**config.mk**
```make
export PLATFORM = sky130hd
export DESIGN_NAME = mem_burst_ctrl_flat
export DESIGN_NICKNAME = d
export VERILOG_FILES = /design/src/rtl/mem_burst_ctrl_if.sv /design/src/rtl/mem_burst_ctrl.sv /design/src/flat_wrapper.sv
export SDC_FILE = /design/constraint.sdc
export NUM_CORES = 1
export LEC_CHECK = 0
export CAP_MARGIN = 20
export CORE_MARGIN = 10
export CORE_UTILIZATION = 41
export CTS_CLUSTER_DIAMETER = 200
export CTS_CLUSTER_SIZE = 30
export DETAILED_ROUTE_END_ITERATION = 10
export GPL_TIMING_DRIVEN = 0
export PLACE_DENSITY_LB_ADDON = 0.3
export SETUP_SLACK_MARGIN = 0.1
export SLEW_MARGIN = 0
export SYNTH_ARGS = -nofsm -noshare
export SYNTH_HDL_FRONTEND = slang
export SYNTH_SLANG_ARGS = --single-unit
```
**constraint.sdc**
```tcl
create_clock -name clk_i -period 2.4 [get_ports clk_i]
set_clock_uncertainty 0.15 [all_clocks]
set_input_delay 0.48 -clock clk_i [delete_from_list [all_inputs] [get_ports clk_i]]
set_output_delay 0.48 -clock clk_i [all_outputs]
set_load 0.01 [all_outputs]
```
**src/rtl/mem_burst_ctrl_if.sv**
```systemverilog
// mem_burst_ctrl_if: command, write-data, read-data and memory-port signals of the burst sequencer.
// Latency: none (wires only).
// Backpressure: cmd and wdata use valid/ready; the memory port answers each request with mem_ready_i.
interface mem_burst_ctrl_if #(
    parameter int WIDTH      = 8,
    parameter int ADDR_WIDTH = 4,
    parameter int LEN_WIDTH  = 4
);
    logic                  cmd_valid_i;
    logic                  cmd_ready_o;
    logic                  cmd_wr_i;
    logic [ADDR_WIDTH-1:0] cmd_addr_i;
    logic [LEN_WIDTH-1:0]  cmd_len_i;
    logic                  wdata_valid_i;
    logic                  wdata_ready_o;
    logic [WIDTH-1:0]      wdata_i;
    logic                  rdata_valid_o;
    logic [WIDTH-1:0]      rdata_o;
    logic                  done_o;
    logic                  error_o;
    logic                  mem_valid_o;
    logic                  mem_wr_rd_en_o;
    logic [ADDR_WIDTH-1:0] mem_addr_o;
    logic [WIDTH-1:0]      mem_wdata_o;
    logic [WIDTH-1:0]      mem_rdata_i;
    logic                  mem_ready_i;

    // Controller side.
    modport master (
        input  cmd_valid_i, cmd_wr_i, cmd_addr_i, cmd_len_i,
        input  wdata_valid_i, wdata_i, mem_rdata_i, mem_ready_i,
        output cmd_ready_o, wdata_ready_o, rdata_valid_o, rdata_o, done_o, error_o,
        output mem_valid_o, mem_wr_rd_en_o, mem_addr_o, mem_wdata_o
    );

    // Environment side: command source, write-data source, read-data sink and memory.
    modport slave (
        output cmd_valid_i, cmd_wr_i, cmd_addr_i, cmd_len_i,
        output wdata_valid_i, wdata_i, mem_rdata_i, mem_ready_i,
        input  cmd_ready_o, wdata_ready_o, rdata_valid_o, rdata_o, done_o, error_o,
        input  mem_valid_o, mem_wr_rd_en_o, mem_addr_o, mem_wdata_o
    );
endinterface

```
**src/rtl/mem_burst_ctrl.sv**
```systemverilog
// mem_burst_ctrl: splits one 1..16 word read/write burst into single-word memory requests.
// Latency: 3 cycles per word (ISSUE, WAIT1, WAIT2) against a zero-wait memory; done_o with the last word.
// Backpressure: stalls in ISSUE without write data, in WAIT2 until mem_ready_i; MEM_BURST_TIMEOUT_EN bounds WAIT2.
module mem_burst_ctrl #(
    parameter int WIDTH      = 8,
    parameter int DEPTH      = 16,
    parameter int ADDR_WIDTH = $clog2(DEPTH),
    parameter int LEN_WIDTH  = 4,
    parameter int TIMEOUT    = 15
) (
    input  logic             clk_i,
    input  logic             rst_i,
    mem_burst_ctrl_if.master bus
);

    localparam logic [1:0] S_IDLE  = 2'd0;
    localparam logic [1:0] S_ISSUE = 2'd1;
    localparam logic [1:0] S_WAIT1 = 2'd2;
    localparam logic [1:0] S_WAIT2 = 2'd3;

    localparam logic [ADDR_WIDTH-1:0] LAST_ADDR = ADDR_WIDTH'(DEPTH - 1);

    logic [1:0]            state_q, state_d;
    logic                  wr_q, wr_d;
    logic [ADDR_WIDTH-1:0] addr_q, addr_d;
    logic [LEN_WIDTH-1:0]  remaining_q, remaining_d;
    logic                  cmd_ready_q, cmd_ready_d;
    logic                  mem_valid_q, mem_valid_d;
    logic                  mem_wr_q, mem_wr_d;
    logic [ADDR_WIDTH-1:0] mem_addr_q, mem_addr_d;
    logic [WIDTH-1:0]      mem_wdata_q, mem_wdata_d;
    logic [WIDTH-1:0]      rdata_q, rdata_d;
    logic                  rdata_valid_q, rdata_valid_d;
    logic                  done_q, done_d;
    logic [ADDR_WIDTH-1:0] addr_nxt;
    logic                  cmd_hs;

`ifdef MEM_BURST_TIMEOUT_EN
    localparam int TMO_W = $clog2(TIMEOUT + 1);
    localparam logic [TMO_W-1:0] TMO_LAST = TMO_W'(TIMEOUT - 1);
    logic [TMO_W-1:0] tmo_cnt_q, tmo_cnt_d;
    logic             error_q, error_d;
`endif

    // cmd_ready is registered so it rises one cycle after reset release and one cycle after done_o.
    assign cmd_hs   = bus.cmd_valid_i && cmd_ready_q;
    // Explicit wrap keeps non-power-of-2 depths inside the memory.
    assign addr_nxt = (addr_q == LAST_ADDR) ? '0 : addr_q + 1'b1;

    // Burst sequencing: next state, request registers and per-word bookkeeping.
    always_comb begin
        state_d       = state_q;
        wr_d          = wr_q;
        addr_d        = addr_q;
        remaining_d   = remaining_q;
        cmd_ready_d   = 1'b0;
        mem_valid_d   = 1'b0;
        mem_wr_d      = mem_wr_q;
        mem_addr_d    = mem_addr_q;
        mem_wdata_d   = mem_wdata_q;
        rdata_d       = rdata_q;
        rdata_valid_d = 1'b0;
        done_d        = 1'b0;
`ifdef MEM_BURST_TIMEOUT_EN
        tmo_cnt_d     = '0;
        error_d       = error_q;
`endif
        case (state_q)
            S_IDLE: begin
                cmd_ready_d = 1'b1;
                if (cmd_hs) begin
                    wr_d        = bus.cmd_wr_i;
                    addr_d      = bus.cmd_addr_i;
                    remaining_d = bus.cmd_len_i;
                    cmd_ready_d = 1'b0;
                    state_d     = S_ISSUE;
                end
            end
            S_ISSUE: begin
                // Reads issue at once; writes wait for a word from upstream.
                if (!wr_q || bus.wdata_valid_i) begin
                    mem_valid_d = 1'b1;
                    mem_wr_d    = wr_q;
                    mem_addr_d  = addr_q;
                    if (wr_q) begin
                        mem_wdata_d = bus.wdata_i;
                    end
                    state_d = S_WAIT1;
                end
            end
            S_WAIT1: begin
                // mem_ready_i here predates the memory sampling our request, so it is ignored.
                state_d = S_WAIT2;
            end
            default: begin
                if (bus.mem_ready_i) begin
                    if (!wr_q) begin
                        rdata_d       = bus.mem_rdata_i;
                        rdata_valid_d = 1'b1;
                    end
                    addr_d = addr_nxt;
                    if (remaining_q == '0) begin
                        done_d  = 1'b1;
                        state_d = S_IDLE;
                    end else begin
                        remaining_d = remaining_q - 1'b1;
                        state_d     = S_ISSUE;
                    end
                end
`ifdef MEM_BURST_TIMEOUT_EN
                else if (tmo_cnt_q == TMO_LAST) begin
                    // Give up on the memory: flag it and drop the rest of the burst.
                    error_d = 1'b1;
                    done_d  = 1'b1;
                    state_d = S_IDLE;
                end else begin
                    tmo_cnt_d = tmo_cnt_q + 1'b1;
                end
`endif
            end
        endcase
    end

    // State and output registers; reset aborts any burst and clears the memory request at once.
    always_ff @(posedge clk_i or negedge rst_i) begin
        if (!rst_i) begin
            state_q       <= S_IDLE;
            wr_q          <= 1'b0;
            addr_q        <= '0;
            remaining_q   <= '0;
            cmd_ready_q   <= 1'b0;
            mem_valid_q   <= 1'b0;
            mem_wr_q      <= 1'b0;
            mem_addr_q    <= '0;
            mem_wdata_q   <= '0;
            rdata_q       <= '0;
            rdata_valid_q <= 1'b0;
            done_q        <= 1'b0;
`ifdef MEM_BURST_TIMEOUT_EN
            tmo_cnt_q     <= '0;
            error_q       <= 1'b0;
`endif
        end else begin
            state_q       <= state_d;
            wr_q          <= wr_d;
            addr_q        <= addr_d;
            remaining_q   <= remaining_d;
            cmd_ready_q   <= cmd_ready_d;
            mem_valid_q   <= mem_valid_d;
            mem_wr_q      <= mem_wr_d;
            mem_addr_q    <= mem_addr_d;
            mem_wdata_q   <= mem_wdata_d;
            rdata_q       <= rdata_d;
            rdata_valid_q <= rdata_valid_d;
            done_q        <= done_d;
`ifdef MEM_BURST_TIMEOUT_EN
            tmo_cnt_q     <= tmo_cnt_d;
            error_q       <= error_d;
`endif
        end
    end

    assign bus.cmd_ready_o    = cmd_ready_q;
    assign bus.wdata_ready_o  = (state_q == S_ISSUE) && wr_q;
    assign bus.rdata_valid_o  = rdata_valid_q;
    assign bus.rdata_o        = rdata_q;
    assign bus.done_o         = done_q;
    assign bus.mem_valid_o    = mem_valid_q;
    assign bus.mem_wr_rd_en_o = mem_wr_q;
    assign bus.mem_addr_o     = mem_addr_q;
    assign bus.mem_wdata_o    = mem_wdata_q;
`ifdef MEM_BURST_TIMEOUT_EN
    assign bus.error_o        = error_q;
`else
    assign bus.error_o        = 1'b0;
`endif

endmodule

```
**src/flat_wrapper.sv**
```systemverilog
// flat-port wrapper written by rule: the top's interface ports become plain ports
module mem_burst_ctrl_flat 
#(
    parameter int WIDTH      = 8,
    parameter int DEPTH      = 16,
    parameter int ADDR_WIDTH = $clog2(DEPTH),
    parameter int LEN_WIDTH  = 4,
    parameter int TIMEOUT    = 15
)
  (clk_i, rst_i, bus_cmd_valid_i, bus_cmd_wr_i, bus_cmd_addr_i, bus_cmd_len_i, bus_wdata_valid_i, bus_wdata_i, bus_mem_rdata_i, bus_mem_ready_i, bus_cmd_ready_o, bus_wdata_ready_o, bus_rdata_valid_o, bus_rdata_o, bus_done_o, bus_error_o, bus_mem_valid_o, bus_mem_wr_rd_en_o, bus_mem_addr_o, bus_mem_wdata_o);
  mem_burst_ctrl_if #(.WIDTH(WIDTH), .ADDR_WIDTH(ADDR_WIDTH), .LEN_WIDTH(LEN_WIDTH)) bus_i ();
  input  logic clk_i;
  input  logic rst_i;
  input wire logic [$bits(bus_i.cmd_valid_i)-1:0] bus_cmd_valid_i;
  input wire logic [$bits(bus_i.cmd_wr_i)-1:0] bus_cmd_wr_i;
  input wire logic [$bits(bus_i.cmd_addr_i)-1:0] bus_cmd_addr_i;
  input wire logic [$bits(bus_i.cmd_len_i)-1:0] bus_cmd_len_i;
  input wire logic [$bits(bus_i.wdata_valid_i)-1:0] bus_wdata_valid_i;
  input wire logic [$bits(bus_i.wdata_i)-1:0] bus_wdata_i;
  input wire logic [$bits(bus_i.mem_rdata_i)-1:0] bus_mem_rdata_i;
  input wire logic [$bits(bus_i.mem_ready_i)-1:0] bus_mem_ready_i;
  output wire logic [$bits(bus_i.cmd_ready_o)-1:0] bus_cmd_ready_o;
  output wire logic [$bits(bus_i.wdata_ready_o)-1:0] bus_wdata_ready_o;
  output wire logic [$bits(bus_i.rdata_valid_o)-1:0] bus_rdata_valid_o;
  output wire logic [$bits(bus_i.rdata_o)-1:0] bus_rdata_o;
  output wire logic [$bits(bus_i.done_o)-1:0] bus_done_o;
  output wire logic [$bits(bus_i.error_o)-1:0] bus_error_o;
  output wire logic [$bits(bus_i.mem_valid_o)-1:0] bus_mem_valid_o;
  output wire logic [$bits(bus_i.mem_wr_rd_en_o)-1:0] bus_mem_wr_rd_en_o;
  output wire logic [$bits(bus_i.mem_addr_o)-1:0] bus_mem_addr_o;
  output wire logic [$bits(bus_i.mem_wdata_o)-1:0] bus_mem_wdata_o;
  assign bus_i.cmd_valid_i = bus_cmd_valid_i;
  assign bus_i.cmd_wr_i = bus_cmd_wr_i;
  assign bus_i.cmd_addr_i = bus_cmd_addr_i;
  assign bus_i.cmd_len_i = bus_cmd_len_i;
  assign bus_i.wdata_valid_i = bus_wdata_valid_i;
  assign bus_i.wdata_i = bus_wdata_i;
  assign bus_i.mem_rdata_i = bus_mem_rdata_i;
  assign bus_i.mem_ready_i = bus_mem_ready_i;
  assign bus_cmd_ready_o = bus_i.cmd_ready_o;
  assign bus_wdata_ready_o = bus_i.wdata_ready_o;
  assign bus_rdata_valid_o = bus_i.rdata_valid_o;
  assign bus_rdata_o = bus_i.rdata_o;
  assign bus_done_o = bus_i.done_o;
  assign bus_error_o = bus_i.error_o;
  assign bus_mem_valid_o = bus_i.mem_valid_o;
  assign bus_mem_wr_rd_en_o = bus_i.mem_wr_rd_en_o;
  assign bus_mem_addr_o = bus_i.mem_addr_o;
  assign bus_mem_wdata_o = bus_i.mem_wdata_o;
  mem_burst_ctrl #(.WIDTH(WIDTH), .DEPTH(DEPTH), .ADDR_WIDTH(ADDR_WIDTH), .LEN_WIDTH(LEN_WIDTH), .TIMEOUT(TIMEOUT)) u_core (.clk_i(clk_i), .rst_i(rst_i), .bus(bus_i));
endmodule
```
==> impl_metrics.tcl <==
set metrics [dict create \
    netlist_instances 138 \
    dpl_worst_slack_ns 0.299 \
    portBuffers 55 \
    dieArea_mm2 0.00710 \
    critical_path_class "flip-flop to output pin" \
    critPathArrivalTime_ns 1.48 \
    htree_levels 2 \
    clock_path_buffers 2 \
    netlist_area_mm2 0.00169 \
    dr.pass1.iters 4 \
    synthDistinctLibCells 38 \
    hp-class "input port to async pin" \
    synth_seq_cells 36 \
    hold_buffers 0 \
    finalWirelength_mm 4.15 \
    grt_pass1_wl_mm 7.04 \
    clk_latency_ns 0.29 \
    grt.total_usage_pct 12.1 \
    clkTransAtPathRegs_ns 0.07 \
    grt_pass1_vias 1443 \
    core-area_mm2 0.00400 \
    ff2ff_setup_slack_ns 0.46 \
    hold_viol 0 \
    vias_per_cell 5.22 \
    die_w_um 84.3 \
    post_cts_buffers 0 \
    synth-simple-area-share_pct 8.71 \
    drt_iter0_drc 57 \
    synth_mux_area_share_pct 15.4 \
    setup_slack_ns 0.288 \
    cp-end-kind "output pin" \
    seq_area_frac_synth_pct 53.2 \
    crit_required_ns 1.77 \
    powerDensity_mw_per_mm2 1310 \
    root_buffer "clkbuf_8" \
    avgSynthCellArea_um2 12.3 \
    fmax_mhz 473 \
    drt-wirelength-per-cell_um 16.5 \
    synth_commonest_cells "dfrtp_1, mux2_2, inv_1, o21ai_0, nand2_1" \
    fin_crit_sh_pct 88.0 \
    drtAntennaViolNets 0 \
    num_rows 23 \
    cap_viol_max_count 0 \
    antenna_found_initial 0 \
    pin_count 57 \
    synth_fa_ha_area_share_pct 5.17 \
    area_delta_synth_final_pct 42.4 \
    dieHeight_um 84.3 \
    ff2ff_path_depth 6 \
    cts_tree "yes" \
    utilization_pct 60.3 \
    grt_remaining_overflow 0 \
    yosys_warnings 0 \
    async_flop_share_pct 100 \
    layout-drive-gt1-share_pct 22.4 \
    gp_routability_congestion 0.883 \
    layout.nets 237 \
    rsz0062_at_grt "no" \
    synth_xor_area_share_pct 0 \
    drc 0 \
    maxSlewHeadroom_pct 46.9 \
    synth-compound-area-share_pct 14.0 \
    diodes 0 \
    slew_viol_final 0 \
    cts_resized 1 \
    tightestPinTransition_ns 0.797 \
    outcome "finished clean" \
    grt_max_degree 37 \
    cp_max_fo 4 \
    vias 1309 \
    synth_top_cell_area_share_pct 53.2 \
    start_kind "flip-flop" \
    yosysTopAreaCell "dfrtp_1" \
    leakage_uw 0.00109 \
    fin_crit_ns 2.11 \
    synth_fp_nets 175 \
    setup_viol 0 \
    ir_drop_mv 0.722 \
    r2r_start "u_core.state_q[0]$_DFFE_PN0P_" \
    place_hpwl_mm 3.25 \
    synth.most_common_cell "dfrtp_1" \
    setup.worst_path.start "u_core.state_q[1]$_DFFE_PN0P_" \
    synth_edf_count 0 \
    start_util_pct 42.4 \
    synth_area_leaders "dfrtp_1, mux2_2, ha_1" \
    cts.sinks 36 \
    numCtsBuffers 5 \
    synth_top_family_by_area "multiplexers" \
    ys.flop_type "dfrtp_1" \
]
final timing paths:
check / endpoint
worst min-delay path: u_core.remaining_q[2]$_DFFE_PN0P_
worst max-delay path: bus_wdata_ready_o
worst min register to register: u_core.bus.mem_wr_rd_en_o$_DFFE_PN0P_
min in group clk_i: u_core.bus.mem_wr_rd_en_o$_DFFE_PN0P_
max in group asynchronous: u_core.bus.rdata_o[0]$_DFFE_PN0P_
worst max register to register: u_core.addr_q[2]$_DFFE_PN0P_
placed cells by master (no fill, tap or decap), types with 2 or more instances in the layout:
| master | count |
|---|---|
| clkdlybuf4s50_1 | 53 |
| nand2_1 | 8 |
| nor2_1 | 4 |
| clkbuf_8 | 5 |
| a311oi_1 | 2 |
| mux2_2 | 20 |
| nor3_1 | 3 |
| dfrtp_1 | 36 |
| buf_2 | 2 |
| o21ai_0 | 10 |
| mux2i_1 | 2 |
| buf_4 | 2 |
| nand2_2 | 2 |
| a21oi_1 | 6 |
| a22oi_1 | 2 |
| ha_1 | 7 |
| inv_1 | 10 |
through the flow:
| stage | cells | cell area [um2] | total power [uW] | hold slack, ns | setup TNS (ns) |
|---|---|---|---|---|---|
| after global placement | 243 | 2310 | 2590 | 0.312 | -1.91 |
| after global routing | 251 | 2410 | 3400 | 0.178 | 0 |
| after detailed placement | 243 | 2300 | 2660 | 0.322 | 0 |
| final | 251 | 2410 | 3160 | 0.121 | 0 |
| after CTS | 251 | 2410 | 3200 | 0.159 | 0 |
| after floorplan | 138 | 1690 | 1970 | 0.0344 | 0 |
routing by layer:
layer | track usage, % | vias to the layer above | part of all wire (%)
met2 | 20.4 | 43 | 50
li1 | - | 617 | -
met4 | 4.11 | 0 | 1.2
met1 | 12.9 | 642 | 39
met5 | 0 | - | 0
met3 | 5.99 | 7 | 9.3
power breakdown:
group | total (uW) | switching, uW | internal [uW]
clock network | 530 | 223 | 307
logic | 1530 | 672 | 854
registers | 1100 | 208 | 896
total | 3160 | 1100 | 2060
sequential cells by signal (all words and copies together), names as in the netlist:
| register | flops |
|---|---|
| u_core.wr_q | 1 |
| u_core.bus.done_o | 1 |
| u_core.state_q | 2 |
| u_core.bus.rdata_valid_o | 1 |
| u_core.bus.rdata_o | 8 |
| u_core.bus.mem_wr_rd_en_o | 1 |
| u_core.bus.mem_addr_o | 4 |
| u_core.bus.mem_valid_o | 1 |
| u_core.remaining_q | 4 |
| u_core.bus.mem_wdata_o | 8 |
| u_core.addr_q | 4 |
| u_core.bus.cmd_ready_o | 1 |
area by class of cell:
class,count,area (um2)
flip-flops and latches,36,901
repair buffers,55,544
plain buffers,3,20.0
multi-input cells,89,736
inverters,10,37.5
clock buffers,5,68.8
well taps,50,62.6
fillers,327,1590
clock inverters,3,42.5
worst max-delay path: stages, from the launching register on:
cell and delay (ns):
dfrtp_1 0.42, inv_1 0.08, ha_1 0.19, and2_2 0.21, dlygate4sd2_1 0.30
kinds of logic (layout without fill, tap and decap cells):
kind of cell | count (synthesis) | after routing
fa+ha+maj | 7 | 7
other cells | 1 | 1
compound gates | 32 | 32
simple gates | 26 | 26
flops | 36 | 36
mux | 23 | 23
buf+inv | 13 | 76
Note: power is estimated with default switching activity, not from simulation.
